File: src/rtl/pulse_tick_counter.sv
// Synchronises clk_N, emits one tick per rising edge and keeps a BCD count while running.
// Optional lap capture registers are built when PULSE_TICK_COUNTER_LAP_EN is defined.
module pulse_tick_counter #(
  parameter int SYNC_STAGES = 2,
  parameter int MAX_TENS    = 5
) (
  input  logic       clk_in,
  input  logic       rst_n,
  input  logic       clk_N,
  input  logic       start_stop,
  input  logic       clear,
  output logic       tick,
  output logic       running,
  output logic [3:0] ones,
  output logic [3:0] tens,
  output logic       carry
`ifdef PULSE_TICK_COUNTER_LAP_EN
  ,
  input  logic       lap,
  output logic [3:0] lap_ones,
  output logic [3:0] lap_tens
`endif
);

  // state | meaning
  // IDLE  | count zeroed, waiting for start_stop
  // RUN   | count advances on every tick
  // PAUSE | count frozen, start_stop resumes
  typedef enum logic [1:0] {IDLE, RUN, PAUSE} state_t;

  localparam int         FILL_W     = $clog2(SYNC_STAGES + 1);
  localparam logic [3:0] MAX_TENS_L = 4'(MAX_TENS);

  logic [SYNC_STAGES-1:0] sync_q, sync_d;
  logic [FILL_W-1:0]      fill_q, fill_d;
  logic                   hist_q, hist_d;
  logic                   arm_q, arm_d;
  logic                   tick_q, tick_d;
  logic                   sync_out;

  state_t     state_q, state_d;
  logic [3:0] ones_q, ones_d;
  logic [3:0] tens_q, tens_d;
  logic       carry_q, carry_d;
  logic       running_q, running_d;
`ifdef PULSE_TICK_COUNTER_LAP_EN
  logic [3:0] lap_ones_q, lap_ones_d;
  logic [3:0] lap_tens_q, lap_tens_d;
`endif

  assign sync_out = sync_q[SYNC_STAGES-1];

  // Edge detect is armed only after a genuinely sampled low, so a clk_N held
  // high through reset release cannot look like a rising edge.
  always_comb begin
    sync_d = {sync_q[SYNC_STAGES-2:0], clk_N};
    fill_d = (fill_q != '0) ? fill_q - 1'b1 : fill_q;
    hist_d = sync_out;
    arm_d  = arm_q | ((fill_q == '0) && !sync_out);
    tick_d = arm_q & sync_out & ~hist_q;
  end

  always_comb begin
    state_d = state_q;
    ones_d  = ones_q;
    tens_d  = tens_q;
    carry_d = 1'b0;
`ifdef PULSE_TICK_COUNTER_LAP_EN
    lap_ones_d = lap_ones_q;
    lap_tens_d = lap_tens_q;
`endif
    if (clear) begin
      state_d = IDLE;
      ones_d  = 4'd0;
      tens_d  = 4'd0;
`ifdef PULSE_TICK_COUNTER_LAP_EN
      lap_ones_d = 4'd0;
      lap_tens_d = 4'd0;
`endif
    end else begin
`ifdef PULSE_TICK_COUNTER_LAP_EN
      if (lap && state_q == RUN) begin
        lap_ones_d = ones_q;
        lap_tens_d = tens_q;
      end
`endif
      if (state_q == RUN && tick_q) begin
        if (ones_q == 4'd9) begin
          ones_d = 4'd0;
          if (tens_q == MAX_TENS_L) begin
            tens_d  = 4'd0;
            carry_d = 1'b1;
          end else begin
            tens_d = tens_q + 4'd1;
          end
        end else begin
          ones_d = ones_q + 4'd1;
        end
      end
      if (start_stop) begin
        case (state_q)
          IDLE:    state_d = RUN;
          RUN:     state_d = PAUSE;
          PAUSE:   state_d = RUN;
          default: state_d = IDLE;
        endcase
      end
    end
    running_d = (state_d == RUN);
  end

  always_ff @(posedge clk_in or negedge rst_n) begin
    if (!rst_n) begin
      sync_q    <= '0;
      fill_q    <= FILL_W'(SYNC_STAGES);
      hist_q    <= 1'b0;
      arm_q     <= 1'b0;
      tick_q    <= 1'b0;
      state_q   <= IDLE;
      ones_q    <= 4'd0;
      tens_q    <= 4'd0;
      carry_q   <= 1'b0;
      running_q <= 1'b0;
`ifdef PULSE_TICK_COUNTER_LAP_EN
      lap_ones_q <= 4'd0;
      lap_tens_q <= 4'd0;
`endif
    end else begin
      sync_q    <= sync_d;
      fill_q    <= fill_d;
      hist_q    <= hist_d;
      arm_q     <= arm_d;
      tick_q    <= tick_d;
      state_q   <= state_d;
      ones_q    <= ones_d;
      tens_q    <= tens_d;
      carry_q   <= carry_d;
      running_q <= running_d;
`ifdef PULSE_TICK_COUNTER_LAP_EN
      lap_ones_q <= lap_ones_d;
      lap_tens_q <= lap_tens_d;
`endif
    end
  end

  assign tick    = tick_q;
  assign running = running_q;
  assign ones    = ones_q;
  assign tens    = tens_q;
  assign carry   = carry_q;
`ifdef PULSE_TICK_COUNTER_LAP_EN
  assign lap_ones = lap_ones_q;
  assign lap_tens = lap_tens_q;
`endif

endmodule

File: config.mk
export PLATFORM = sky130hd
export DESIGN_NAME = pulse_tick_counter
export DESIGN_NICKNAME = d
export VERILOG_FILES = /design/src/rtl/pulse_tick_counter.sv
export SDC_FILE = /design/constraint.sdc
export NUM_CORES = 1
export LEC_CHECK = 0
export ABC_CLOCK_PERIOD_IN_PS = 1550
export BUFFER_PORTS_ARGS = -buffer_cell sky130_fd_sc_hd__buf_2
export CORE_MARGIN = 3
export CORE_UTILIZATION = 52
export DETAILED_ROUTE_END_ITERATION = 8
export PLACE_DENSITY = 0.75
export SLEW_MARGIN = 20
export SYNTH_ARGS = -nofsm -noshare
export SYNTH_HDL_FRONTEND = slang
export SYNTH_SLANG_ARGS = --single-unit
File: constraint.sdc
create_clock -name clk_in -period 1.55 [get_ports clk_in]
set_input_delay 0.2325 -clock clk_in [delete_from_list [all_inputs] [get_ports clk_in]]
set_output_delay 0.2325 -clock clk_in [all_outputs]
set_load 0.01 [all_outputs]
==> results of run 1 <==
-- synth_stat cells (all sizes together) --
master / n / area share
xnor2: 2 / 0.020
nand3b: 4 / 0.048
mux2i: 1 / 0.011
a211oi: 1 / 0.0085
o21ai: 3 / 0.017
and3b: 2 / 0.021
nand2: 4 / 0.017
a31oi: 1 / 0.0071
nor3: 3 / 0.017
or3: 4 / 0.030
nand2b: 2 / 0.014
o32ai: 1 / 0.0099
dfstp: 1 / 0.030
clkbuf: 1 / 0.0042
inv: 7 / 0.030
nor2: 2 / 0.0085
nor2b: 1 / 0.0071
buf: 1 / 0.013
ha: 5 / 0.071
nand4b: 2 / 0.020
a21oi: 7 / 0.039
dfrtp: 18 / 0.51
nand3: 4 / 0.023
mux2: 1 / 0.013
a21o: 1 / 0.0085
nor4: 1 / 0.0071
-- where the power goes --
group | internal [mW] | leakage (nW) | switching, mW
Clock | 0.100 | 0.0150 | 0.142
Sequential | 0.511 | 0.246 | 0.0148
Combinational | 0.0275 | 0.240 | 0.0400
-- per-stage QoR --
stage	instances	setup slack (ns)	utilization	power (mW)
global placement	112	0.2265	0.6348	0.5982
detailed placement	112	0.1892	0.6348	0.6019
CTS	117	0.1680	0.6581	0.8470
finish	117	0.1824	0.6581	0.8359
global route	117	0.05158	0.6581	0.8807
floorplan	80	0.05493	-	0.5685
-- cell usage in the layout (no fill, tap or decap), types with 2 or more instances in the layout --
master,count
nand4b_1,2
clkbuf_4,3
xnor2_1,2
buf_4,3
nor3_1,3
buf_2,15
a21oi_1,7
ha_1,5
o21ai_0,3
or3_1,3
dfrtp_1,18
nand2_1,4
nand2b_1,2
nor2_1,2
nand3b_1,3
nand3_1,4
inv_1,7
-- registers in the layout (all words and copies together), names as in the netlist --
name     count
carry        1
fill_q       2
state_q      2
tick         1
arm_q        1
tens         4
hist_q       1
sync_q       2
ones         4
running      1
-- worst min path at each step --
stage / startpoint / to / depth (start not counted)
after floorplan: rst_n / arm_q$_DFF_PN0_ / 0
after global placement: rst_n / fill_q[0]$_DFFE_PN0P_ / 1
after detailed placement: rst_n / fill_q[0]$_DFFE_PN0P_ / 1
after CTS: clk_N / sync_q[0]$_DFF_PN0_ / 1
after global routing: clk_N / sync_q[0]$_DFF_PN0_ / 1
final: clk_N / sync_q[0]$_DFF_PN0_ / 1
-- cells by family after synthesis --
group | after synthesis
AOI/OAI and AO/OA | 14
xor gates and xnor gates | 2
adders and majority gates | 5
buffers and inverters | 9
DFF | 19
muxes | 2
and+or+nand+nor | 29
-- final cells by class --
type                    count  area, µm²  share of cell area
multi-input cells          52      369.1              0.3598
flip-flops and latches     19      476.7              0.4646
well taps                  16      20.02             0.01951
repair buffers             19      107.6              0.1049
inverters                   7      26.28             0.02561
clock buffers               4      26.28             0.02561
-- critical path: cells and delay by family (launching register included) --
kind          cells  cell delay [ns]
fa+ha+maj         1             0.17
buf+inv           1             0.06
flops             1             0.39
mux               1             0.35
simple gates      2             0.29
-- metal layers --
| layer | up-vias | part of all wire | global-route usage | wire [µm] |
|---|---|---|---|---|
| met3 | 2 | 0.047 | 0.04598 | 77 |
| met5 | - | 0 | 0 | 0 |
| li1 | 323 | - | - | - |
| met2 | 13 | 0.47 | 0.2647 | 765 |
| met4 | 0 | 0.0079 | 0.08287 | 13 |
| met1 | 335 | 0.48 | 0.2100 | 780 |
-- what timing repair did --
action,CTS,global route
hold endpoints to repair,18,0
hold buffers,1,0
endpoints found under the setup margin,0,0
==> metrics.csv, run 1 <==
stage,metric,value,unit
hold_path,hp-class,in2reg,
synth,synth_adder_area_share,0.07052,
sta,fin_setup_tns,0,ns
setup_path,crit_path_end,tens[3]$_DFFE_PN0P_,
setup_path,cpPeakStageDelay,0.39,ns
sta,skew,0.001747,ns
setup_path,startpoint,ones[1]$_DFFE_PN0P_,
setup_path,worstSetupPathType,reg2reg,
synth,synth-xor-area-share,0.01975,
drt,route.detailed.drc,0,
cts,numCtsBuffers,3,
outcome,status,completed,
cells_and_area,drive_gt1_frac,0.2574,
global_routing,grt_max_degree,20,
setup_path,r2r_start,ones[1]$_DFFE_PN0P_,
synth,syn_nets,90,
pwr,peakVddDrop,0.5826,mV
pwr,powerDensity,814.8,mW/mm²
synth,synth.distinct_cells,29,
place,portBuffers,15,
cts,h-tree-depth,1,
job,maxCapViolCount,0,
floorplanning,die_y,47.31,µm
sta,timing.hold.ws,0.04902,ns
global_routing,grt_use_total,0.1678,
setup_path,crit_chain,"inv_1, ha_1, nand3b_1, nor3_1, mux2_2",
pwr,leakagePower,0.5010,nW
synth,synth_compound_area_frac,0.09027,
setup_path,cp.arrival,1.55,ns
setup_path,reg2reg_depth,5,
sta,drv_slew,0,
synth,synthMuxAreaShare,0.02398,
sta,max_freq,731.2,MHz
synth,yosysWarnings,0,
synth,synth-seq-cells,19,
cells_and_area,n_antenna_cell,0,
floorplanning,core,0.001559,mm²
sta,post-route-min-period,1.368,ns
drt,dr.pass1.iters,4,
cts,post_cts_buffers,0,
setup_path,cp.required,1.73,ns
setup_path,r2r_end,tens[3]$_DFFE_PN0P_,
drt,viasPerCell,5.752,
setup_path,ff2ff_setup_slack,0.18,ns
setup_path,critPathLaunchType,flop,
global_routing,antenna_found_initial,0,
synth,synthCells,80,
synth,seq_area_frac_synth,0.5374,
setup_path,crit_path_end_kind,flop,
floorplanning,std_cell_rows,14,
cts,cts_tree,yes,
setup_path,crit_path_max_fanout,3,
synth,syn_area,887.1,µm²
cells_and_area,fin_nets,112,
cts,cts_root_buf,clkbuf_4,
sta,max_slew.worst_pin.slew,0.4201,ns
global_routing,grt_pass1_wl,2546,µm
cells_and_area,nFillCells,128,
sta,setup_viol_count_final,0,
place,hpwl,1129,µm
drt,wl_per_cell,13.98,µm
cts,clock_sinks,19,
drt,vias,673,
cts,cts_resized,0,
drt,drt-initial-drc-count,10,
place,place_congestion,0.7913,
floorplanning,die_w,47.31,µm
sta,rsz0062_at_grt,no,
cells_and_area,stdcell_area,0.001026,mm²
sta,fin_crit_sh,0.8823,
setup_path,cp_slowest_cell,dfrtp_1,
synth,avgSynthCellArea,11.09,µm²
drt,ant_nets,0,
synth,synthSimpleGateAreaFrac,0.2116,
place,dpl_cell_area,989.7,µm²
sta,relSlewSlack,0.7199,
floorplanning,ios,16,
global_routing,grt_overflow,0,
cts,clkSlewWorstSetupHoldPaths,0.10,ns
cts,clk-insertion-delay-late,0.29,ns
floorplanning,initial_core_util,0.5690,
global_routing,grt_pass1_vias,605,
drt,wirelength,1636,µm
sta,hold_viol_final,0,
floorplanning,dieArea,0.002238,mm²
cells_and_area,area_growth_syn_to_layout,15.66,%
synth,synth_top_family_by_area,simple AND/OR/NAND/NOR gates,
cts,cts.path.max_buffers,2,
Note: power is estimated with default switching activity, not from simulation.
==> run 2: changes to the inputs <==
--- a/config.mk
+++ b/config.mk
@@ -7,10 +7,12 @@
 export LEC_CHECK = 0
 export ABC_CLOCK_PERIOD_IN_PS = 1550
 export BUFFER_PORTS_ARGS = -buffer_cell sky130_fd_sc_hd__buf_2
+export CELL_PAD_IN_SITES_DETAIL_PLACEMENT = 0
+export CELL_PAD_IN_SITES_GLOBAL_PLACEMENT = 1
 export CORE_MARGIN = 3
-export CORE_UTILIZATION = 52
+export CORE_UTILIZATION = 41
 export DETAILED_ROUTE_END_ITERATION = 8
-export PLACE_DENSITY = 0.75
+export PLACE_DENSITY_LB_ADDON = 0.1
 export SLEW_MARGIN = 20
 export SYNTH_ARGS = -nofsm -noshare
 export SYNTH_HDL_FRONTEND = slang
==> metrics.csv, run 2 (same netlist as run 1, synthesis figures left out) <==
stage,metric,value,unit,change
setup_path,cp.required,1.74,ns,was 1.73 ns
floorplanning,core,0.002002,mm²,was 0.001559 mm²
cts,cts_tree,yes,,unchanged
drt,wirelength,1622,µm,was 1636 µm
global_routing,grt_pass1_wl,2863,µm,was 2546 µm
cells_and_area,fin_nets,112,,unchanged
hold_path,hp-class,in2reg,,unchanged
sta,skew,0.0009667,ns,was 0.001747 ns
global_routing,antenna_found_initial,0,,unchanged
sta,post-route-min-period,1.379,ns,was 1.368 ns
drt,vias,662,,was 673
floorplanning,ios,16,,unchanged
place,pre_cts_ws,0.1809,ns,was 0.1892 ns
sta,hold_viol_final,0,,unchanged
place,hpwl,1184,µm,was 1129 µm
sta,max_slew.worst_pin.slew,0.4132,ns,was 0.4201 ns
setup_path,cpPeakStageDelay,0.39,ns,about the same
drt,ant_nets,0,,unchanged
drt,drt-initial-drc-count,1,,was 10
drt,wl_per_cell,12.67,µm,was 13.98 µm
setup_path,crit_path_end_kind,flop,,unchanged
pwr,totalPowerFinal,834.5,µW,was 835.9 µW
setup_path,crit_chain,"inv_1, ha_1, nand3b_1, nor3_1, mux2_2",,unchanged
sta,relSlewSlack,0.7245,,was 0.7199
cts,h-tree-depth,1,,unchanged
cells_and_area,drive_gt1_frac,0.2673,,was 0.2574
cells_and_area,final_cells,128,,was 117
floorplanning,std_cell_rows,16,,was 14
setup_path,crit_path_max_fanout,3,,unchanged
cts,post_cts_buffers,0,,unchanged
global_routing,grt_use_total,0.1426,,was 0.1678
global_routing,grt_pass1_vias,685,,was 605
global_routing,grt_overflow,0,,unchanged
cts,clock_sinks,19,,unchanged
global_routing,grt_max_degree,20,,unchanged
cells_and_area,layout_commonest_cell,dfrtp_1,,unchanged
floorplanning,dieArea,0.002758,mm²,was 0.002238 mm²
cells_and_area,area_growth_syn_to_layout,17.35,%,was 15.66%
sta,max_freq,725.4,MHz,was 731.2 MHz
cells_and_area,final_cell_mix,"dfrtp_1, buf_2, inv_1, a21oi_1, ha_1",,unchanged
sta,worst_slack,0.1714,ns,was 0.1824 ns
sta,timing.hold.ws,0.03771,ns,was 0.04902 ns
cts,numCtsBuffers,3,,unchanged
drt,viasPerCell,5.172,,was 5.752
cells_and_area,final_util,0.5200,,was 0.6581
cells_and_area,stdcell_area,0.001041,mm²,was 0.001026 mm²
sta,setup_viol_count_final,0,,unchanged
setup_path,cp_slowest_cell,dfrtp_1,,unchanged
setup_path,cp_top_family,flip-flops,,unchanged
floorplanning,die_w,52.52,µm,was 47.31 µm
floorplanning,die_y,52.52,µm,was 47.31 µm
sta,fin_setup_tns,0,ns,unchanged
drt,dr.pass1.iters,3,,was 4
setup_path,worstSetupPathType,reg2reg,,unchanged
setup_path,crit_buf_inv,1,,unchanged
place,place_congestion,0.7127,,was 0.7913
outcome,status,completed,,unchanged
pwr,leakagePower,0.5038,nW,was 0.5010 nW
place,dp_cells,123,,was 112
cells_and_area,n_antenna_cell,0,,unchanged
pwr,powerDensity,801.7,mW/mm²,was 814.8 mW/mm²
job,maxCapViolCount,0,,unchanged
cts,clk-insertion-delay-late,0.29,ns,about the same
cts,clkSlewWorstSetupHoldPaths,0.10,ns,about the same
place,portBuffers,15,,unchanged
place,dpl_cell_area,0.001003,mm²,was 989.7 µm²
floorplanning,initial_core_util,0.4431,,was 0.5690
cts,cts_root_buf,clkbuf_4,,unchanged
sta,rsz0062_at_grt,no,,unchanged
cts,cts.path.max_buffers,2,,unchanged
setup_path,critPathLaunchType,flop,,unchanged
pwr,peakVddDrop,0.5753,mV,was 0.5826 mV
sta,drv_slew,0,,unchanged
drt,route.detailed.drc,0,,unchanged
cells_and_area,nFillCells,198,,was 128
sta,fin_crit_sh,0.8894,,was 0.8823
setup_path,cp.arrival,1.56,ns,was 1.55 ns
setup_path,ff2ff_setup_slack,0.17,ns,was 0.18 ns
==> run 2: cell types whose count changed in the layout (fill, tap and decap cells not counted), sizes merged <==
cell,before,now
clkbuf,4,3
clkinv,0,1
==> run 2: final cells by class <==
class                      instances  area [µm²]  area share
tap                               27       33.78     0.03245
multi-input combinational         52       369.1      0.3546
clock inverter                     1       5.005    0.004808
timing repair buffer              19       107.6      0.1034
sequential                        19       476.7      0.4579
clock buffer                       3       22.52     0.02163
inverter                           7       26.28     0.02524
==> run 2: power breakdown <==
group / switching, mW / leakage, nW / internal, mW
Clock: 0.148 / 0.0177 / 0.0959
Combinational: 0.0386 / 0.240 / 0.0274
Sequential: 0.0139 / 0.246 / 0.511
Total: 0.200 / 0.504 / 0.634
==> run 2: timing repair <==
item                      4_1_cts  5_1_grt
hold buffers                    1        0
resized for setup               0        0
hold endpoints to repair       18        0
==> run 2: final timing paths <==
check | startpoint | endpoint | cells after the start
worst min register to register | sync_q[0]$_DFF_PN0_ | sync_q[1]$_DFF_PN0_ | 0
worst max-delay path | ones[1]$_DFFE_PN0P_ | tens[3]$_DFFE_PN0P_ | 5
max in group asynchronous | rst_n | fill_q[1]$_DFFE_PN1P_ | 2
min in group asynchronous | rst_n | ones[3]$_DFFE_PN0P_ | 2
worst min-delay path | clk_N | sync_q[0]$_DFF_PN0_ | 1
worst max register to register | ones[1]$_DFFE_PN0P_ | tens[3]$_DFFE_PN0P_ | 5
==> run 2: routing by layer <==
layer  part of all wire  routed length [µm]  vias up  GRT usage
li1                   -                   -      323          -
met1               0.43                 694      326     0.1545
met2               0.52                 844       11     0.2645
met3              0.043                  70        2    0.03419
met4             0.0074                  12        0    0.05106
met5                  0                   0        -          0
==> run 2: worst reg2reg max path, delay by kind of cell, from the launching register on <==
kind,cells,cell delay (ns)
buffers and inverters,1,0.06
DFF,1,0.39
adders and majority gates,1,0.16
and+or+nand+nor,2,0.31
muxes,1,0.35
==> run 3: changes to the inputs <==
--- a/config.mk
+++ b/config.mk
@@ -5,7 +5,7 @@
 export SDC_FILE = /design/constraint.sdc
 export NUM_CORES = 1
 export LEC_CHECK = 0
-export ABC_CLOCK_PERIOD_IN_PS = 1550
+export ABC_CLOCK_PERIOD_IN_PS = 1400
 export BUFFER_PORTS_ARGS = -buffer_cell sky130_fd_sc_hd__buf_2
 export CELL_PAD_IN_SITES_DETAIL_PLACEMENT = 0
 export CELL_PAD_IN_SITES_GLOBAL_PLACEMENT = 1
==> constraint.sdc (replaced) <==
create_clock -name clk_in -period 1.4 [get_ports clk_in]
set_input_delay 0.21 -clock clk_in [delete_from_list [all_inputs] [get_ports clk_in]]
set_output_delay 0.21 -clock clk_in [all_outputs]
set_load 0.01 [all_outputs]
==> metrics.csv, run 3 (same netlist as run 1, synthesis figures left out) <==
stage,metric,value,unit,change
sta,rsz0062_at_grt,yes,,was no
place,dp_cells,124,,was 123
sta,max_freq,733.3,MHz,was 725.4 MHz
sta,setup_viol_count_final,0,,unchanged
cts,clock_sinks,19,,unchanged
job,maxCapViolCount,0,,unchanged
setup_path,cp.arrival,1.60,ns,was 1.56 ns
cells_and_area,fin_nets,115,,was 112
global_routing,antenna_found_initial,0,,unchanged
sta,skew,0.0004318,ns,was 0.0009667 ns
global_routing,grt_pass1_wl,2877,µm,was 2863 µm
pwr,totalPowerFinal,944.8,µW,was 834.5 µW
sta,relSlewSlack,0.7139,,was 0.7245
pwr,leakagePower,0.5170,nW,was 0.5038 nW
sta,max_slew.worst_pin.slew,0.4291,ns,was 0.4132 ns
drt,dr.pass1.iters,4,,was 3
floorplanning,std_cell_rows,16,,unchanged
cts,cts.path.max_buffers,2,,unchanged
floorplanning,die_y,52.52,µm,unchanged
global_routing,grt_max_degree,20,,unchanged
sta,post-route-min-period,1.364,ns,was 1.379 ns
global_routing,grt_overflow,0,,unchanged
setup_path,critPathLaunchType,flop,,unchanged
cts,cts_root_buf,clkbuf_4,,unchanged
drt,route.detailed.drc,0,,unchanged
setup_path,crit_path_end_kind,flop,,unchanged
setup_path,crit_path_max_fanout,4,,was 3
drt,vias,688,,was 662
drt,viasPerCell,5.252,,was 5.172
cts,numCtsBuffers,3,,unchanged
sta,fin_setup_tns,0,ns,unchanged
place,place_congestion,0.7492,,was 0.7127
cts,h-tree-depth,1,,unchanged
hold_path,hp-class,in2reg,,unchanged
drt,drt-initial-drc-count,5,,was 1
hold_path,min_path_cells,3,,was 1
setup_path,r2r_end,ones[1]$_DFFE_PN0P_,,was tens[3]$_DFFE_PN0P_
floorplanning,die_w,52.52,µm,unchanged
hold_path,hp-start,start_stop,,was clk_N
place,portBuffers,15,,unchanged
drt,wl_per_cell,13.72,µm,was 12.67 µm
floorplanning,ios,16,,unchanged
hold_path,whs_endpoint,state_q[0]$_DFF_PN0_,,was sync_q[0]$_DFF_PN0_
cells_and_area,final_cells,131,,was 128
cells_and_area,layout_commonest_cell,dfrtp_1,,unchanged
setup_path,ff2ff_setup_slack,0.04,ns,was 0.17 ns
global_routing,grt_use_total,0.1441,,was 0.1426
cts,clk-insertion-delay-late,0.30,ns,was 0.29 ns
cells_and_area,stdcell_area,0.001094,mm²,was 0.001041 mm²
drt,ant_nets,0,,unchanged
setup_path,reg2reg_depth,4,,was 5
drt,wirelength,1797,µm,was 1622 µm
setup_path,worstSetupPathType,reg2reg,,unchanged
pwr,powerDensity,864.0,mW/mm²,was 801.7 mW/mm²
outcome,status,completed,,unchanged
sta,timing.hold.ws,0.2111,ns,was 0.03771 ns
cells_and_area,area_growth_syn_to_layout,23.27,%,was 17.35%
sta,fin_crit_sh,0.9741,,was 0.8894
sta,hold_viol_final,0,,unchanged
setup_path,cp.required,1.64,ns,was 1.74 ns
sta,drv_slew,0,,unchanged
place,hpwl,1171,µm,was 1184 µm
cells_and_area,final_cell_mix,"dfrtp_1, buf_2, inv_1",,"was dfrtp_1, buf_2, inv_1, a21oi_1, ha_1"
cells_and_area,drive_gt1_frac,0.3462,,was 0.2673
cells_and_area,n_antenna_cell,0,,unchanged
setup_path,r2r_start,ones[0]$_DFFE_PN0P_,,was ones[1]$_DFFE_PN0P_
floorplanning,dieArea,0.002758,mm²,unchanged
floorplanning,core,0.002002,mm²,unchanged
cells_and_area,nFillCells,196,,was 198
place,dpl_cell_area,0.001011,mm²,was 0.001003 mm²
global_routing,grt_pass1_vias,636,,was 685
floorplanning,initial_core_util,0.4431,,unchanged
pwr,peakVddDrop,0.6744,mV,was 0.5753 mV
cts,cts_tree,yes,,unchanged
cts,clkSlewWorstSetupHoldPaths,0.11,ns,was 0.10 ns
## run 3: cell count changes in the layout (fill, tap and decap cells not counted), sizes merged
cell         previous run  this run
dlygate4sd3             1         2
buf                    18        20
## run 3: through the flow
stage	util	setup WS (ns)
6_report	0.5463	0.03625
5_1_grt	0.5463	-0.03465
4_1_cts	0.5288	0.03212
3_5_place_dp	0.5050	0.06084
3_3_place_gp	0.5050	0.09150
2_1_floorplan	-	-0.05845
## run 3: routing by layer
| metal | part of all wire | vias up | GRT usage |
|---|---|---|---|
| met5 | 0 | - | 0 |
| met3 | 0.037 | 5 | 0.02564 |
| met2 | 0.52 | 12 | 0.2335 |
| met1 | 0.42 | 344 | 0.1808 |
| li1 | - | 327 | - |
| met4 | 0.018 | 0 | 0.07660 |
## run 3: how the worst max path moves through the flow
stage | end | slack [ns] | cells past startpoint | startpoint
after floorplan | tens[3]$_DFFE_PN0P_ | -0.06 | 5 | ones[1]$_DFFE_PN0P_
after global placement | tens[3]$_DFFE_PN0P_ | 0.09 | 5 | ones[1]$_DFFE_PN0P_
after detailed placement | ones[1]$_DFFE_PN0P_ | 0.06 | 4 | ones[0]$_DFFE_PN0P_
after CTS | ones[1]$_DFFE_PN0P_ | 0.03 | 4 | ones[0]$_DFFE_PN0P_
after global routing | tens[3]$_DFFE_PN0P_ | -0.03 | 5 | ones[1]$_DFFE_PN0P_
final | ones[1]$_DFFE_PN0P_ | 0.04 | 4 | ones[0]$_DFFE_PN0P_
## run 3: power by group
group          switching, mW  internal [mW]
sequential            0.0165          0.566
clock                  0.176          0.107
combinational         0.0457         0.0344
total                  0.238          0.707
## run 3: worst max-delay path, cell delays in order (launching register included)
cell and delay, ns:
dfrtp_1 0.41, ha_2 0.20, and3b_2 0.24, or3_4 0.33, a21oi_2 0.12
## run 3: final cells by class
type	instances	area, µm²	area share
well taps	27	33.78	0.03089
multi-input cells	52	395.4	0.3616
clock buffers	3	22.52	0.02059
repair buffers	22	132.6	0.1213
flip-flops and latches	19	478.0	0.4371
clock inverters	1	5.005	0.004577
inverters	7	26.28	0.02403
## run 3: what timing repair did
action | in CTS | in global routing
setup endpoints to repair | 0 | 4
buffers inserted | 0 | 1
endpoints found under the hold margin | 19 | 0
hold buffers | 2 | 0
resized for setup | 0 | 8
